## config.mk

```make
export PLATFORM = sky130hd
export DESIGN_NAME = pong_pixel_gen_flat
export DESIGN_NICKNAME = d
export VERILOG_FILES = /design/src/rtl/pong_pixel_gen_if.sv /design/src/rtl/pong_pixel_gen.sv /design/src/flat_wrapper.sv
export SDC_FILE = /design/constraint.sdc
export NUM_CORES = 1
export LEC_CHECK = 0
export CORE_MARGIN = 1.5
export CORE_UTILIZATION = 33
export CTS_CLUSTER_DIAMETER = 150
export DETAILED_ROUTE_END_ITERATION = 10
export DONT_BUFFER_PORTS = 1
export RECOVER_POWER = 50
export SKIP_LAST_GASP = 1
export SYNTH_ARGS = -nofsm -noshare
export SYNTH_HDL_FRONTEND = slang
export SYNTH_SLANG_ARGS = --single-unit
```

## constraint.sdc

```tcl
create_clock -name clk -period 2.3 [get_ports clk]
set_clock_uncertainty 0.1 [all_clocks]
set_input_delay 0.46 -clock clk [delete_from_list [all_inputs] [get_ports clk]]
set_output_delay 0.46 -clock clk [all_outputs]
set_load 0.01 [all_outputs]
```

## src/rtl/pong_pixel_gen_if.sv

```systemverilog
// Bus between the game control FSM (master) and the pixel generator (slave):
// object selector and positions in, one registered VGA write per clock out.
interface pong_pixel_gen_if;
  logic [1:0] draw_state;
  logic [6:0] l_paddle_y;
  logic [6:0] r_paddle_y;
  logic [7:0] ball_x;
  logic [6:0] ball_y;
  logic [7:0] x;
  logic [6:0] y;
  logic [2:0] colour;
  logic       plot;
  logic       obj_done;

  modport master (
    output draw_state, l_paddle_y, r_paddle_y, ball_x, ball_y,
    input  x, y, colour, plot, obj_done
  );

  modport slave (
    input  draw_state, l_paddle_y, r_paddle_y, ball_x, ball_y,
    output x, y, colour, plot, obj_done
  );
endinterface

```

## src/rtl/pong_pixel_gen.sv

```systemverilog
// Walks the pixels of the selected pong object (paddle or ball) row-major and
// emits one registered VGA write per clock. Define PIXEL_CLIP_EN to drop plot off-screen.
module pong_pixel_gen #(
  parameter int PADDLE_W   = 4,
  parameter int PADDLE_H   = 10,
  parameter int BALL_SIZE  = 4,
  parameter int L_PADDLE_X = 8,
  parameter int R_PADDLE_X = 148,
  parameter int SCREEN_W   = 160,
  parameter int SCREEN_H   = 120
) (
  input logic             clk,
  input logic             reset,
  pong_pixel_gen_if.slave bus
);
  localparam logic [1:0] IDLE = 2'd0;
  localparam logic [1:0] DRAW = 2'd1;
  localparam logic [1:0] DONE = 2'd2;

  localparam logic [1:0] SEL_NONE = 2'b00;
  localparam logic [1:0] SEL_LEFT = 2'b01;
  localparam logic [1:0] SEL_RGHT = 2'b11;

  localparam int MAXD_PW = (PADDLE_W > PADDLE_H) ? PADDLE_W : PADDLE_H;
  localparam int MAXD    = (MAXD_PW > BALL_SIZE) ? MAXD_PW : BALL_SIZE;
  localparam int CW      = (MAXD > 1) ? $clog2(MAXD) : 1;

  logic [1:0]    state, sel;
  logic [7:0]    bx;
  logic [6:0]    by;
  logic [CW-1:0] dx, dy;
  logic          fin;

  logic [CW-1:0] w_m1, h_m1;
  logic [2:0]    obj_col;
  logic [7:0]    nbx;
  logic [6:0]    nby;
  logic          restart;
  logic          pix_ok;

  // A fresh non-zero selection starts a draw from IDLE, or preempts DRAW/DONE.
  assign restart = (bus.draw_state != SEL_NONE) &&
                   ((state == IDLE) || (bus.draw_state != sel));

  always_comb begin
    w_m1    = CW'(PADDLE_W - 1);
    h_m1    = CW'(PADDLE_H - 1);
    obj_col = 3'b100;
    case (sel)
      SEL_LEFT: obj_col = 3'b100;
      SEL_RGHT: obj_col = 3'b001;
      default: begin
        w_m1    = CW'(BALL_SIZE - 1);
        h_m1    = CW'(BALL_SIZE - 1);
        obj_col = 3'b111;
      end
    endcase
  end

  always_comb begin
    nbx = bus.ball_x;
    nby = bus.ball_y;
    case (bus.draw_state)
      SEL_LEFT: begin nbx = 8'(L_PADDLE_X); nby = bus.l_paddle_y; end
      SEL_RGHT: begin nbx = 8'(R_PADDLE_X); nby = bus.r_paddle_y; end
      default:  ;
    endcase
  end

`ifdef PIXEL_CLIP_EN
  // Full-width sums so an off-screen pixel is detected before truncation.
  logic [8:0] sx;
  logic [7:0] sy;
  assign sx     = {1'b0, bx} + 9'(dx);
  assign sy     = {1'b0, by} + 8'(dy);
  assign pix_ok = (sx < 9'(SCREEN_W)) && (sy < 8'(SCREEN_H));
`else
  logic [7:0] sx;
  logic [6:0] sy;
  assign sx     = bx + 8'(dx);
  assign sy     = by + 7'(dy);
  assign pix_ok = 1'b1;
`endif

  always_ff @(posedge clk or negedge reset) begin
    if (!reset) begin
      state        <= IDLE;
      sel          <= SEL_NONE;
      bx           <= '0;
      by           <= '0;
      dx           <= '0;
      dy           <= '0;
      fin          <= 1'b0;
      bus.x        <= '0;
      bus.y        <= '0;
      bus.colour   <= '0;
      bus.plot     <= 1'b0;
      bus.obj_done <= 1'b0;
    end else begin
      bus.plot     <= 1'b0;
      bus.obj_done <= 1'b0;
      if (restart) begin
        sel   <= bus.draw_state;
        bx    <= nbx;
        by    <= nby;
        dx    <= '0;
        dy    <= '0;
        fin   <= 1'b0;
        state <= DRAW;
      end else begin
        case (state)
          DRAW: begin
            if (bus.draw_state != sel) begin
              state <= IDLE;
              fin   <= 1'b0;
            end else if (fin) begin
              // Last pixel went out on the previous edge; this is the done beat.
              bus.obj_done <= 1'b1;
              fin          <= 1'b0;
              state        <= DONE;
            end else begin
              bus.x      <= sx[7:0];
              bus.y      <= sy[6:0];
              bus.colour <= obj_col;
              bus.plot   <= pix_ok;
              if (dx == w_m1) begin
                dx <= '0;
                if (dy == h_m1) fin <= 1'b1;
                else            dy  <= dy + CW'(1);
              end else begin
                dx <= dx + CW'(1);
              end
            end
          end
          DONE: if (bus.draw_state == SEL_NONE) state <= IDLE;
          default: state <= IDLE;
        endcase
      end
    end
  end
endmodule
```

## src/flat_wrapper.sv

```systemverilog
// flat-port wrapper written by rule: the top's interface ports become plain ports
module pong_pixel_gen_flat 
#(
  parameter int PADDLE_W   = 4,
  parameter int PADDLE_H   = 10,
  parameter int BALL_SIZE  = 4,
  parameter int L_PADDLE_X = 8,
  parameter int R_PADDLE_X = 148,
  parameter int SCREEN_W   = 160,
  parameter int SCREEN_H   = 120
)
  (clk, reset, bus_draw_state, bus_l_paddle_y, bus_r_paddle_y, bus_ball_x, bus_ball_y, bus_x, bus_y, bus_colour, bus_plot, bus_obj_done);
  pong_pixel_gen_if bus_i ();
  input logic clk;
  input logic reset;
  input wire logic [$bits(bus_i.draw_state)-1:0] bus_draw_state;
  input wire logic [$bits(bus_i.l_paddle_y)-1:0] bus_l_paddle_y;
  input wire logic [$bits(bus_i.r_paddle_y)-1:0] bus_r_paddle_y;
  input wire logic [$bits(bus_i.ball_x)-1:0] bus_ball_x;
  input wire logic [$bits(bus_i.ball_y)-1:0] bus_ball_y;
  output wire logic [$bits(bus_i.x)-1:0] bus_x;
  output wire logic [$bits(bus_i.y)-1:0] bus_y;
  output wire logic [$bits(bus_i.colour)-1:0] bus_colour;
  output wire logic [$bits(bus_i.plot)-1:0] bus_plot;
  output wire logic [$bits(bus_i.obj_done)-1:0] bus_obj_done;
  assign bus_i.draw_state = bus_draw_state;
  assign bus_i.l_paddle_y = bus_l_paddle_y;
  assign bus_i.r_paddle_y = bus_r_paddle_y;
  assign bus_i.ball_x = bus_ball_x;
  assign bus_i.ball_y = bus_ball_y;
  assign bus_x = bus_i.x;
  assign bus_y = bus_i.y;
  assign bus_colour = bus_i.colour;
  assign bus_plot = bus_i.plot;
  assign bus_obj_done = bus_i.obj_done;
  pong_pixel_gen #(.PADDLE_W(PADDLE_W), .PADDLE_H(PADDLE_H), .BALL_SIZE(BALL_SIZE), .L_PADDLE_X(L_PADDLE_X), .R_PADDLE_X(R_PADDLE_X), .SCREEN_W(SCREEN_W), .SCREEN_H(SCREEN_H)) u_core (.clk(clk), .reset(reset), .bus(bus_i));
endmodule
```

==> impl_metrics.csv <==
group,metric,value,unit
synth,syn_inst,259,
clock_tree,numClockSinks,48,
floorplanning,initial_utilization,0.345,
power_and_ir_drop,p_per_area,769,nW/um^2
finish,final_cell_mix,"48 x dfrtp_1, 27 x nand2_1, 22 x o21ai_0",
floorplanning,pin_count,53,
sta,slew_violations,0,
synth,synth_edf_count,0,
clock_tree,numCtsBuffers,5,
synth,synthTopCellsByArea,"dfrtp_1 47%, ha_1 4.9%, o21ai_0 4.3%, nand2_1 4.0%, mux2i_1 3.5%",
drt,drtAntennaViolNets,0,
placement,port_buffers,0,
worst_setup_path,cp-end-kind,"flip-flop",
worst_setup_path,critical_path_class,"reg2reg",
floorplanning,rows,31,
synth,synth_cell_type_count,46,
power_and_ir_drop,combPwrFrac,0.182,
finish,layout_commonest_cell,"dfrtp_1",
sta,fin_crit,2.23,ns
grt,grt.overflow.total,0,
synth,async_flop_share,1.00,
synth,synth_top_family_by_area,"compound AO/OA/AOI/OAI gates",
synth,synth_top_area_cell,"dfrtp_1",
power_and_ir_drop,p_sw_frac,0.324,
placement,place.gp.congestion,0.790,
worst_setup_path,cp_max_fo,4,
grt,antenna_found_initial,0,
clock_tree,cts_htree_levels,2,
finish,fin_util,0.379,
sta,setup_violations,0,
grt,grt_max_degree,49,
synth,yosys_warnings,0,
sta,fmax,0.449,GHz
grt,grt_pass1_vias,1841,
run,drv_cap,0,
sta,finalCritPeriodShare,0.968,
synth,synth_nets,304,
grt,grt_pass1_wl,9.03,mm
synth,synth_seq_cells,48,
worst_setup_path,worst_setup_path_start_kind,"flip-flop",
power_and_ir_drop,p_leak,0.00123,uW
clock_tree,clkLatencyLatePin,0.30,ns
drt,viasPerCell,5.07,
synth,seq_area_frac_synth,0.472,
clock_tree,cts_max_path_buffers,2,
grt,grtUsageTotal,0.138,
synth,avgSynthCellArea,9.83,um^2
sta,hold_violations,0,
power_and_ir_drop,pwr-share-clk,0.244,
floorplanning,die_w,90.8,um
floorplanning,die_h,90.8,um
sta,relSlewSlack,0.221,
sta,layout_setup_ws,0.0735,ns
drt,wl_per_cell,14.7,um
finish,drive_gt1_frac,0.113,
drt,vias,1844,
synth,synth_simple_gate_area_frac,0.152,
finish,fillers,746,
synth,synthMuxAreaShare,0.0619,
sta,hold_ws,0.137,ns
synth,synth-compound-area-share,0.177,
synth,synth_fa_ha_area_frac,0.0649,
worst_setup_path,worst_ep_arrival_time,2.36,ns
floorplanning,die_area,8250,um^2
drt,dr.pass1.iters,4,
finish,fin_nets,309,
drt,drc_errors,0,
synth,synth_area,2540,um^2
drt,routed_wl,5.37,mm
power_and_ir_drop,ir_drop,0.000255,V
synth,synth_top_area_frac,0.472,
synth,synth_xor_area_frac,0.0344,
clock_tree,clkTransAtPathRegs,0.09,ns
power_and_ir_drop,seqPwrFrac,0.574,
status,status,"finished, final reports clean",
power_and_ir_drop,power,2150,uW
drt,drt_iter0_markers,63,
power_and_ir_drop,p_int,1450,uW
finish,insertedDiodeCount,0,
placement,dpl_worst_slack,0.0639,ns
sta,max_slew.worst_pin.slew,1.17,ns
floorplanning,core,7370,um^2
power_and_ir_drop,p_sw,697,uW
synth,synth_flop_cell,"dfrtp_1",
finish,syn_to_final_growth,9.83,%
worst_hold_path,hold_class,"in2reg",
clock_tree,cts_tree,"done",
clock_tree,cts-root-buf,"clkbuf_8",
placement,dp.final_hpwl,3.93,mm
worst_setup_path,critical_path_required,2.43,ns
## flip-flops by register name (all words and copies together), names as in the netlist, 2 cells and up
signal / count
u_core.sel: 2
u_core.bx: 8
u_core.bus.colour: 3
u_core.dy: 4
u_core.bus.x: 8
u_core.bus.y: 7
u_core.dx: 4
u_core.by: 7
u_core.state: 2
## stage by stage
stage | instances | setup TNS, ns | instance area [um^2]
finish | 364 | 0 | 2800
global route | 364 | -0.00530 | 2800
CTS | 364 | 0 | 2810
detailed placement | 354 | 0 | 2680
global placement | 354 | 0 | 2680
floorplan | 259 | 0 | 2540
## critical path, cell delays in order, from the launching register on
cell	delay (ns)
dfrtp_1	0.40
ha_4	0.16
or4b_4	0.48
or4_4	0.45
or4_1	0.42
a21oi_1	0.15
## cell usage after synthesis (all sizes together) (5+ instances only)
| cell | number |
|---|---|
| dfrtp | 48 |
| ha | 10 |
| o21ai | 22 |
| mux2i | 9 |
| inv | 13 |
| a31oi | 5 |
| clkbuf | 9 |
| nor3 | 5 |
| nor2 | 18 |
| a21oi | 16 |
| mux2 | 6 |
| xor2 | 8 |
| nand2 | 27 |
## power by group through the flow
| stage | clock network [uW] | logic [uW] | registers (uW) |
|---|---|---|---|
| 6_report | 525 | 391 | 1230 |
| 5_1_grt | 584 | 456 | 1260 |
| 4_1_cts | 540 | 406 | 1240 |
| 3_5_place_dp | 0 | 380 | 1260 |
| 3_3_place_gp | 0 | 371 | 1250 |
| 2_1_floorplan | 0 | 312 | 1210 |
## worst paths after layout
check | startpoint | to | slack [ns] | cells past startpoint
worst max-delay path | u_core.dx[1] | u_core.dy[2] | 0.07 | 5
worst min-delay path | bus_draw_state[0] | u_core.sel[1] | 0.14 | 1
worst max register to register | u_core.dx[1] | u_core.dy[2] | 0.07 | 5
worst min register to register | u_core.bx[7] | u_core.bx[7] | 0.42 | 1
max in group asynchronous | reset | u_core.bus.y[2] | 0.56 | 2
min in group asynchronous | reset | u_core.bx[3] | 0.84 | 2
## cell families (layout without fill, tap and decap cells)
logic type                 Yosys count  after routing
adders and majority gates           12             12
muxes                               15             15
AOI/OAI and AO/OA                   71             71
xor gates and xnor gates            10             10
DFF                                 48             48
buffers and inverters               25             31
and+or+nand+nor                     78             78
## what timing repair did
| item | in CTS | in global routing |
|---|---|---|
| hold buffers | 2 | 0 |
| endpoints found under the setup margin | 0 | 1 |
| resized for setup | 0 | 2 |
| setup buffers | 0 | 0 |
| endpoints found under the hold margin | 48 | 0 |
## metal layers
layer / GRT usage / vias to the layer above / routed length (um)
met3: 0.0320 / 5 / 204
met2: 0.236 / 42 / 2660
met5: 0 / - / 0
li1: - / 918 / -
met1: 0.171 / 879 / 2440
met4: 0.0482 / 0 / 59
## cell type report
class	instances	area [um^2]	area share
inverter	13	48.8	0.0175
tap	99	124	0.0443
timing repair buffer	10	71.3	0.0255
clock buffer	8	90.1	0.0322
multi-input combinational	186	1260	0.451
sequential	48	1200	0.430
Power figures use the tool's default switching activity.
